$ cat src/rtl/wb_sharedbus_arbiter.sv
// Round-robin owner selection for the shared Wishbone bus, plus a watchdog that
// terminates accesses nobody acknowledges so a hung slave cannot lock a master.
module wb_sharedbus_arbiter #(
    parameter int NUMM    = 3,
    parameter int TIMEOUT = 1024,
    parameter int CNTW    = 8
) (
    input  logic                    clk,
    input  logic                    rst,
    input  logic [NUMM-1:0]         cyc_i,
    input  logic [NUMM-1:0]         stb_i,
    input  logic                    ack_i,
    input  logic                    err_i,
    output logic [NUMM-1:0]         gnt_o,
    output logic [$clog2(NUMM)-1:0] gnt_idx_o,
    output logic                    gnt_valid_o,
    output logic                    tout_err_o,
    output logic [CNTW-1:0]         tout_cnt_o
);

    localparam int IDXW    = $clog2(NUMM);
    localparam int WDW     = (TIMEOUT > 1) ? $clog2(TIMEOUT) : 1;
    localparam bit WD_ON   = (TIMEOUT != 0);
    localparam int WD_LAST = (TIMEOUT > 0) ? TIMEOUT - 1 : 0;

    localparam logic [IDXW:0]    NUMM_W    = (IDXW + 1)'(NUMM);
    localparam logic [WDW-1:0]   WD_LAST_W = WDW'(WD_LAST);
    localparam logic [IDXW-1:0]  LAST_INIT = IDXW'(NUMM - 1);

    typedef enum logic [1:0] {
        S_IDLE,
        S_GRANT,
        S_TERM
    } state_t;

    state_t           r_state;
    logic [NUMM-1:0]  r_gnt;
    logic [IDXW-1:0]  r_idx;
    logic             r_valid;
    logic [IDXW-1:0]  r_last;
    logic [WDW-1:0]   r_wd;
    logic [CNTW-1:0]  r_cnt;

    logic [IDXW-1:0]  w_pos [NUMM];
    logic [NUMM-1:0]  w_req_rot;
    logic [IDXW-1:0]  w_pick;
    logic [NUMM-1:0]  w_pick_oh;
    logic             w_cyc_g;
    logic             w_wd_cond;
    logic             w_wd_hit;
    logic             w_tout_err;

    // Slot gi of the scan holds master (last + 1 + gi) mod NUMM.
    genvar gi;
    generate
        for (gi = 0; gi < NUMM; gi++) begin : g_scan
            logic [IDXW:0] w_sum;
            assign w_sum         = {1'b0, r_last} + (IDXW + 1)'(gi + 1);
            assign w_pos[gi]     = IDXW'((w_sum >= NUMM_W) ? w_sum - NUMM_W : w_sum);
            assign w_req_rot[gi] = cyc_i[w_pos[gi]];
            assign w_pick_oh[gi] = (w_pick == IDXW'(gi));
        end
    endgenerate

    always_comb begin
        w_pick = '0;
        for (int k = NUMM - 1; k >= 0; k--) begin
            if (w_req_rot[k]) begin
                w_pick = w_pos[k];
            end
        end
    end

    assign w_cyc_g    = cyc_i[r_idx];
    assign w_wd_cond  = w_cyc_g & stb_i[r_idx] & ~ack_i & ~err_i;
    assign w_wd_hit   = WD_ON && w_wd_cond && (r_wd == WD_LAST_W);
    // A real ack/err arriving in the termination cycle wins over the forced error.
    assign w_tout_err = (r_state == S_TERM) & ~ack_i & ~err_i;

    always_ff @(posedge clk) begin
        if (rst) begin
            r_state <= S_IDLE;
            r_gnt   <= '0;
            r_idx   <= '0;
            r_valid <= 1'b0;
            r_last  <= LAST_INIT;
            r_wd    <= '0;
            r_cnt   <= '0;
        end else begin
            case (r_state)
                S_IDLE: begin
                    r_wd <= '0;
                    if (|cyc_i) begin
                        r_gnt   <= w_pick_oh;
                        r_idx   <= w_pick;
                        r_valid <= 1'b1;
                        r_last  <= w_pick;
                        r_state <= S_GRANT;
                    end
                end
                S_GRANT: begin
                    if (!w_cyc_g) begin
                        r_gnt   <= '0;
                        r_idx   <= '0;
                        r_valid <= 1'b0;
                        r_wd    <= '0;
                        r_state <= S_IDLE;
                    end else if (w_wd_hit) begin
                        r_wd    <= '0;
                        r_state <= S_TERM;
                    end else if (w_wd_cond) begin
                        r_wd <= r_wd + 1'b1;
                    end else begin
                        r_wd <= '0;
                    end
                end
                S_TERM: begin
                    r_wd <= '0;
                    if (w_tout_err && (r_cnt != '1)) begin
                        r_cnt <= r_cnt + 1'b1;
                    end
                    if (w_cyc_g) begin
                        r_state <= S_GRANT;
                    end else begin
                        r_gnt   <= '0;
                        r_idx   <= '0;
                        r_valid <= 1'b0;
                        r_state <= S_IDLE;
                    end
                end
                default: begin
                    r_gnt   <= '0;
                    r_idx   <= '0;
                    r_valid <= 1'b0;
                    r_wd    <= '0;
                    r_state <= S_IDLE;
                end
            endcase
        end
    end

    assign gnt_o       = r_gnt;
    assign gnt_idx_o   = r_idx;
    assign gnt_valid_o = r_valid;
    assign tout_err_o  = w_tout_err;
    assign tout_cnt_o  = r_cnt;

endmodule

$ cat config.mk
export PLATFORM = sky130hd
export DESIGN_NAME = wb_sharedbus_arbiter
export DESIGN_NICKNAME = d
export VERILOG_FILES = /design/src/rtl/wb_sharedbus_arbiter.sv
export SDC_FILE = /design/constraint.sdc
export NUM_CORES = 1
export LEC_CHECK = 0
export BUFFER_PORTS_ARGS = -buffer_cell sky130_fd_sc_hd__buf_2
export CAP_MARGIN = 20
export CORE_MARGIN = 8
export CORE_UTILIZATION = 30
export CTS_CLUSTER_SIZE = 20
export DETAILED_ROUTE_END_ITERATION = 16
export GPL_ROUTABILITY_DRIVEN = 0
export PLACE_DENSITY = 0.56
export SLEW_MARGIN = 5
export SYNTH_ARGS = -nofsm -noshare
export SYNTH_HDL_FRONTEND = slang
export SYNTH_SLANG_ARGS = --single-unit
export TNS_END_PERCENT = 1
$ cat constraint.sdc
create_clock -name clk -period 3 [get_ports clk]
set_input_delay 0.15 -clock clk [delete_from_list [all_inputs] [get_ports clk]]
set_output_delay 0.15 -clock clk [all_outputs]
set_load 0.05 [all_outputs]
Yosys cells after proc, flatten, opt, wreduce, memory -nomap -nowiden
Cells that the tools add are included.
{"block": "totals", "inputBits": 10, "ff_bits": 28, "word_cells": 82, "output_inout_bits": 15}
{"block": "classes", "mux": 30, "bitwise": 10, "n_reduce_logical": 11, "n_eq_ne": 9, "add_sub_neg": 8, "magnitude_cmp": 7}
{"cell": "$mux W2", "n": 11}
{"cell": "$lt A2 B3 Y1 const B", "n": 4}
{"cell": "$add A10 B1 Y10 const B", "n": 1}
{"cell": "$bmux W1 S2", "n": 5}
{"cell": "$eq A10 B10 Y1 const B", "n": 1}
{"cell": "$ge A3 B2 Y1 const B", "n": 3}
{"cell": "$add A8 B1 Y8 const B", "n": 1}
{"cell": "$mux W1", "n": 8}
{"cell": "$ne A8 B8 Y1 const B", "n": 1}
{"cell": "$reduce_and A2 Y1", "n": 4}
{"cell": "$add A2 B2 Y3 const B", "n": 2}
{"cell": "$mux W3", "n": 2}
{"cell": "$pmux W2 S3", "n": 1}
{"cell": "$pmux W3 S2", "n": 1}
{"cell": "$sub A2 B2 Y2 const B", "n": 3}
{"cell": "$and A1 B1 Y1", "n": 5}
{"cell": "$not A1 Y1", "n": 5}
{"cell": "$reduce_or A5 Y1", "n": 1}
{"cell": "$eq A2 B1 Y1 const B", "n": 2}
{"cell": "$eq A2 B2 Y1 const B", "n": 2}
{"cell": "$logic_not A2 Y1", "n": 2}
{"cell": "$ne A2 B2 Y1 const B", "n": 2}
{"cell": "$pmux W2 S2", "n": 1}
{"cell": "$add A2 B1 Y3 const B", "n": 1}
{"cell": "other kinds (5)", "n": 6}

Logic depth before layout (Yosys ltp)
{"block": "depth", "depth_word": 11, "depth_mapped": 8, "depth_no_buf": 7}

Worst setup path after synthesis
Ideal clock, no wire load.
{"block": "synth_path", "kind": "reg-to-reg", "startpoint": "register r_state[0]", "endpoint": "register r_cnt[3], in the netlist tout_cnt_o[3]", "period_less_slack_ns": 2.887, "t_required_ns": 2.930, "stages_incl_launch_ff": 7, "path_slack_ns": 0.113, "t_arrival_ns": 2.817, "path_buffers": 0, "setup_time_ns": 0.070, "cell_sequence": "dfxtp_1 -> inv_1 -> ha_1 -> nor3b_1 -> o21ai_1 -> or3_1 -> a21oi_1"}
{"block": "synth_via", "elab_chain_len": 5}
{"element": "start: declaration", "line": "36", "source": "state_t r_state;"}
{"element": "start signal: assignment", "line": "82", "source": "r_state <= S_IDLE;"}
{"element": "start signal: assignment", "line": "98", "source": "r_state <= S_GRANT;"}
{"element": "start signal: assignment", "line": "107", "source": "r_state <= S_IDLE;"}
{"element": "$eq A2 B2 Y1", "line": "78", "source": "assign w_tout_err = (r_state == S_TERM) & ~ack_i & ~err_i;"}
{"element": "$and A1 B1 Y1 (2 in a row)", "line": "78"}
{"element": "via tout_err_o", "line": "17", "source": "output logic tout_err_o,"}
{"element": "$logic_and A1 B1 Y1", "line": "119", "source": "if (w_tout_err && (r_cnt != '1)) begin"}
{"element": "$reduce_and A2 Y1 (no line)"}
{"element": "end signal: assignment", "line": "120", "source": "r_cnt <= r_cnt + 1'b1;"}
{"element": "end: declaration", "line": "42", "source": "logic [CNTW-1:0] r_cnt;"}
The timed path passes the listed nets, and every way through them passes these cells.
A chain may end at the register's enable or synchronous reset.

Worst setup path in the final report
{"block": "layout_path", "startpoint": "register r_last[0]", "endpoint": "register r_gnt[0], in the netlist gnt_o[0]"}
{"block": "layout_via", "elab_chain_len": 11, "word_cells_on_any_way": 24, "cone_classes": "6 x add/sub; 3 x order compare; 14 x mux; 1 x reduce/logical"}
{"element": "start: declaration", "line": "40", "source": "logic [IDXW-1:0] r_last;"}
{"element": "start signal: assignment", "line": "97", "source": "r_last <= w_pick;"}
{"element": "$add A2 B2 Y3", "line": "58", "source": "assign w_sum = {1'b0, r_last} + (IDXW + 1)'(gi + 1);"}
{"element": "$ge A3 B2 Y1 / $sub A2 B2 Y2 (equally long branches)", "line": "59", "source": "assign w_pos[gi] = IDXW'((w_sum >= NUMM_W) ? w_sum - NUMM_W : w_sum);"}
{"element": "$mux W2", "line": "59"}
{"element": "$bmux W1 S2", "line": "60", "source": "assign w_req_rot[gi] = cyc_i[w_pos[gi]];"}
{"element": "$mux W1 (not written as such)", "line": "60"}
{"element": "$mux W2 (2 in a row)", "line": "68", "source": "if (w_req_rot[k]) begin"}
{"element": "$mux W2 (*)", "line": "68"}
{"element": "$logic_not A2 Y1 (*)", "line": "61", "source": "assign w_pick_oh[gi] = (w_pick == IDXW'(gi));"}
{"element": "$mux W3 (*)", "line": "93", "source": "if (|cyc_i) begin"}
{"element": "$pmux W3 S2 (*)", "line": "90", "source": "case (r_state)"}
{"element": "end signal: assignment", "line": "94", "source": "r_gnt <= w_pick_oh;"}
{"element": "end: declaration", "line": "37", "source": "logic [NUMM-1:0] r_gnt;"}
Every way passes the cells marked *; elsewhere a longest branch is shown, timed or not. The select of a mux whose other input is x is not followed.

==> metrics.md <==
| Metric | Value |
|---|---|
| Status | finished, final reports clean |
| RSZ-0062 raised after global routing | false |
| Pwr/cell area | 521.4 nW/um2 |
| Starting density of the core | a little under a third |
| H-Tree Depth | 1 |
| Fmax | about 470 MHz |
| Leakage | ~0.00067 uW |
| # clock sinks | 28 |
| Share of flip-flops with an asynchronous set or reset | 0% |
| Final routed DRC violation total | 0 |
| Critical-path cell with the highest stage delay | or3b_2 |
| Global route hottest layer | met2 |
| Final Hold Viols | 0 |
| Max cap viols | 0 |
| Die H | about 86 um |
| Core box area | ~4700 um2 |
| Critical Path RT | around 3200 ps |
| Initial antenna violation count | 0 |
| Post-synthesis mux area share | under 10% |
| Worst EP arrival | around 2300 ps |
| Total GRT Usage | a little under a tenth |
| Final WS setup | 876.9 ps |
| I/O pins | 25 |
| Row cnt | 25 |
| WL/cell | 12.09 um |
| Met2 usage | between 10 and 15% |
| Synth unique cells | 45 |
| Reg-to-reg startpoint | r_last[0]$_SDFFE_PP0P_ |
| Root Buffer | clkbuf_8 |
| Hpwl dp | 2327 um |
| Min-delay src | rst |
| CTS buffer count | 3 |
| First-pass iteration count of the detailed router | 4 |
| WL final | 3120 um |
| Critical path class | reg -> reg |
| R2R setup slack | approximately 900 ps |
| XOR/XNOR Fraction of Synth Area | between 7 and 8% |
| CP endpoint kind | register |
| Yosys reg bits | 28 |
| IO buf count | 24 |
| Fill cell total of the finished layout | between 500 and 600 |
| Crit-path cells | inv_1 > ha_1 > nand2b_1 > a311oi_1 > nor2_1 > or3b_2 > a21oi_1 |
| Syn_nets | roughly 190 |
| DIE AREA | 7376 um2 |
| Initial detailed-routing violation count | 67 |
| N_diodes | 0 |
| Remaining global-route overflow | 0 |
| First-pass GRT wire length | ~5500 um |
| Hold Crit Class | in -> reg |
| CP delay by family, top | simple AND/OR/NAND/NOR gates |
| Sequential share of the synthesized area | between 30% and 40% |
| Post-Synth Adder-Cell Area | 7.686% |
| Place WS | between 800 and 900 ps |
| Post-CTS Hold Fix Bufs | 0 |
| Vias | between 1000 and 1500 |
| Grt met1 use | between 10% and 20% |
| CP bufs+invs | 1 |
| Layout cell share with drive strength beyond 1 | 21.47% |
| Area post-placement | approximately 1700 um2 |
| Fin Hold WS | between 200 and 300 ps |
| Vias per inst | roughly 4.7 |
| CP peak stage delay | 440 ps |
| Antenna Nets Post-Route | 0 |
| CTS tree | done |
| Syn. warnings | 0 |
| Layout Skew | 7.100 ps |
| Postcts setup bufs | 0 |
| Vias in the first global route | approximately 1200 |
| Die Wd | roughly 86 um |
| GRT met3 Usage | 2.674% |
| Final instance area | roughly 1700 um2 |
| # resized after CTS | 0 |
| CP Max Fanout | 7 |
| Tmin final | about 2100 ps |
| Final net count | ~210 |
| Setup violators final | 0 |
| Critical Path Source Type | register |
| Worst setup path start | r_last[0]$_SDFFE_PP0P_ |
| Reg clk slew, reported paths | 100 ps |
| Worst VDD drop | approximately 0.00020 V |
| EDFF count, synth | 0 |
| Crit share post-route | between 70% and 80% |
| Largest net degree at the start of global routing | 22 |
| Slew headroom | about 55% |
| Cell count after synthesis | 166 |
| Post-Synthesis Cell Area | 1465 um2 |
| Post-synth top flop | dfxtp_1 |
| Simple-gate share of the synthesized area | 28.35% |
| Main combinational cell family by area after synthesis | simple AND/OR/NAND/NOR gates |
| Clock Path Buffers | 2 |
| Post-synthesis compound-gate area fraction | about an eighth |
| Fin Setup TNS | 0 ps |
| Final Slew Violations | 0 |
| Syn Area/Cell | between 8 and 9 um2 |
| Clock latency on the worst-skew pair | approximately 280 ps |
| Area growth syn-to-layout | 17.51% |
| Measured slew at the worst slew-check pin | between 600 and 700 ps |
kinds of logic after synthesis:
family / count (synthesis)
AOI/OAI and AO/OA: 30
xor gates and xnor gates: 13
buffers and inverters: 10
and+or+nand+nor: 73
DFF: 28
muxes: 3
adders and majority gates: 9
cell usage in the layout (no fill, tap or decap), types with 4 or more instances in the layout:
master   count
dfxtp_1     28
buf_2       24
nor2_1      17
nand2_1     13
a21oi_1     11
ha_1         9
inv_1        7
xor2_1       7
nor2_2       7
nand3_1      6
xnor2_1      6
o21ai_0      5
nor3_1       4
cell usage after synthesis (3+ instances only):
library cell  instances  area, um2
nor2_2                7      43.79
a21oi_1              11      55.05
dfxtp_1              28      560.5
nand2b_1              3      18.77
nand2_1              13      48.80
xor2_1                7      61.31
nand3_1               6      30.03
nor3_1                4      20.02
xnor2_1               6      52.55
mux2i_1               3      30.03
nor2_1               17      63.81
nand4_1               3      18.77
inv_1                 7      26.28
o21ai_0               5      25.02
ha_1                  9      112.6
per-layer routing:
metal	wire length, um	up-vias	share of wire [%]
li1	-	630	-
met1	1604	568	51
met2	1384	15	44
met3	93	2	3.0
met4	38	0	1.2
met5	0	-	0
sequential cells by signal, summed over array words and instances (netlist names):
name / cells
tout_cnt_o: 8
gnt_o: 3
r_wd: 10
gnt_idx_o: 2
r_last: 2
gnt_valid_o: 1
r_state: 2
path summary, 6_finish.rpt:
check | to | cells after the start
setup / recovery | gnt_o[0]$_SDFFE_PP0P_ | 7
hold / removal | tout_cnt_o[1]$_SDFFE_PP0P_ | 2
setup reg to reg | gnt_o[0]$_SDFFE_PP0P_ | 7
hold reg to reg | r_wd[0]$_SDFF_PP0_ | 1
layout make-up:
cell class              count  area, um2  share of cell area (%)
inverters                   7      26.28                   1.526
well taps                  67      83.83                   4.869
clock buffers               3      41.29                   2.398
repair buffers             24      120.1                   6.977
multi-input cells         128      859.6                   49.93
clock inverters             1      30.03                   1.744
flip-flops and latches     28      560.5                   32.56
stage by stage:
stage	utilization, %	total power, uW	std cells
after floorplan	-	559.1	166
after global placement	34.94	604.9	254
after CTS	36.45	911.2	258
after global routing	36.45	951.1	258
final	36.45	897.7	258
after detailed placement	34.94	607.0	254
power by group:
group	total, uW	leakage (uW)	switching [uW]	internal, uW
Clock	301	0.0000357	122	179
Sequential	408	0.000227	18.0	390
Combinational	189	0.000408	122	66.9
Note: power is estimated with default switching activity, not from simulation.
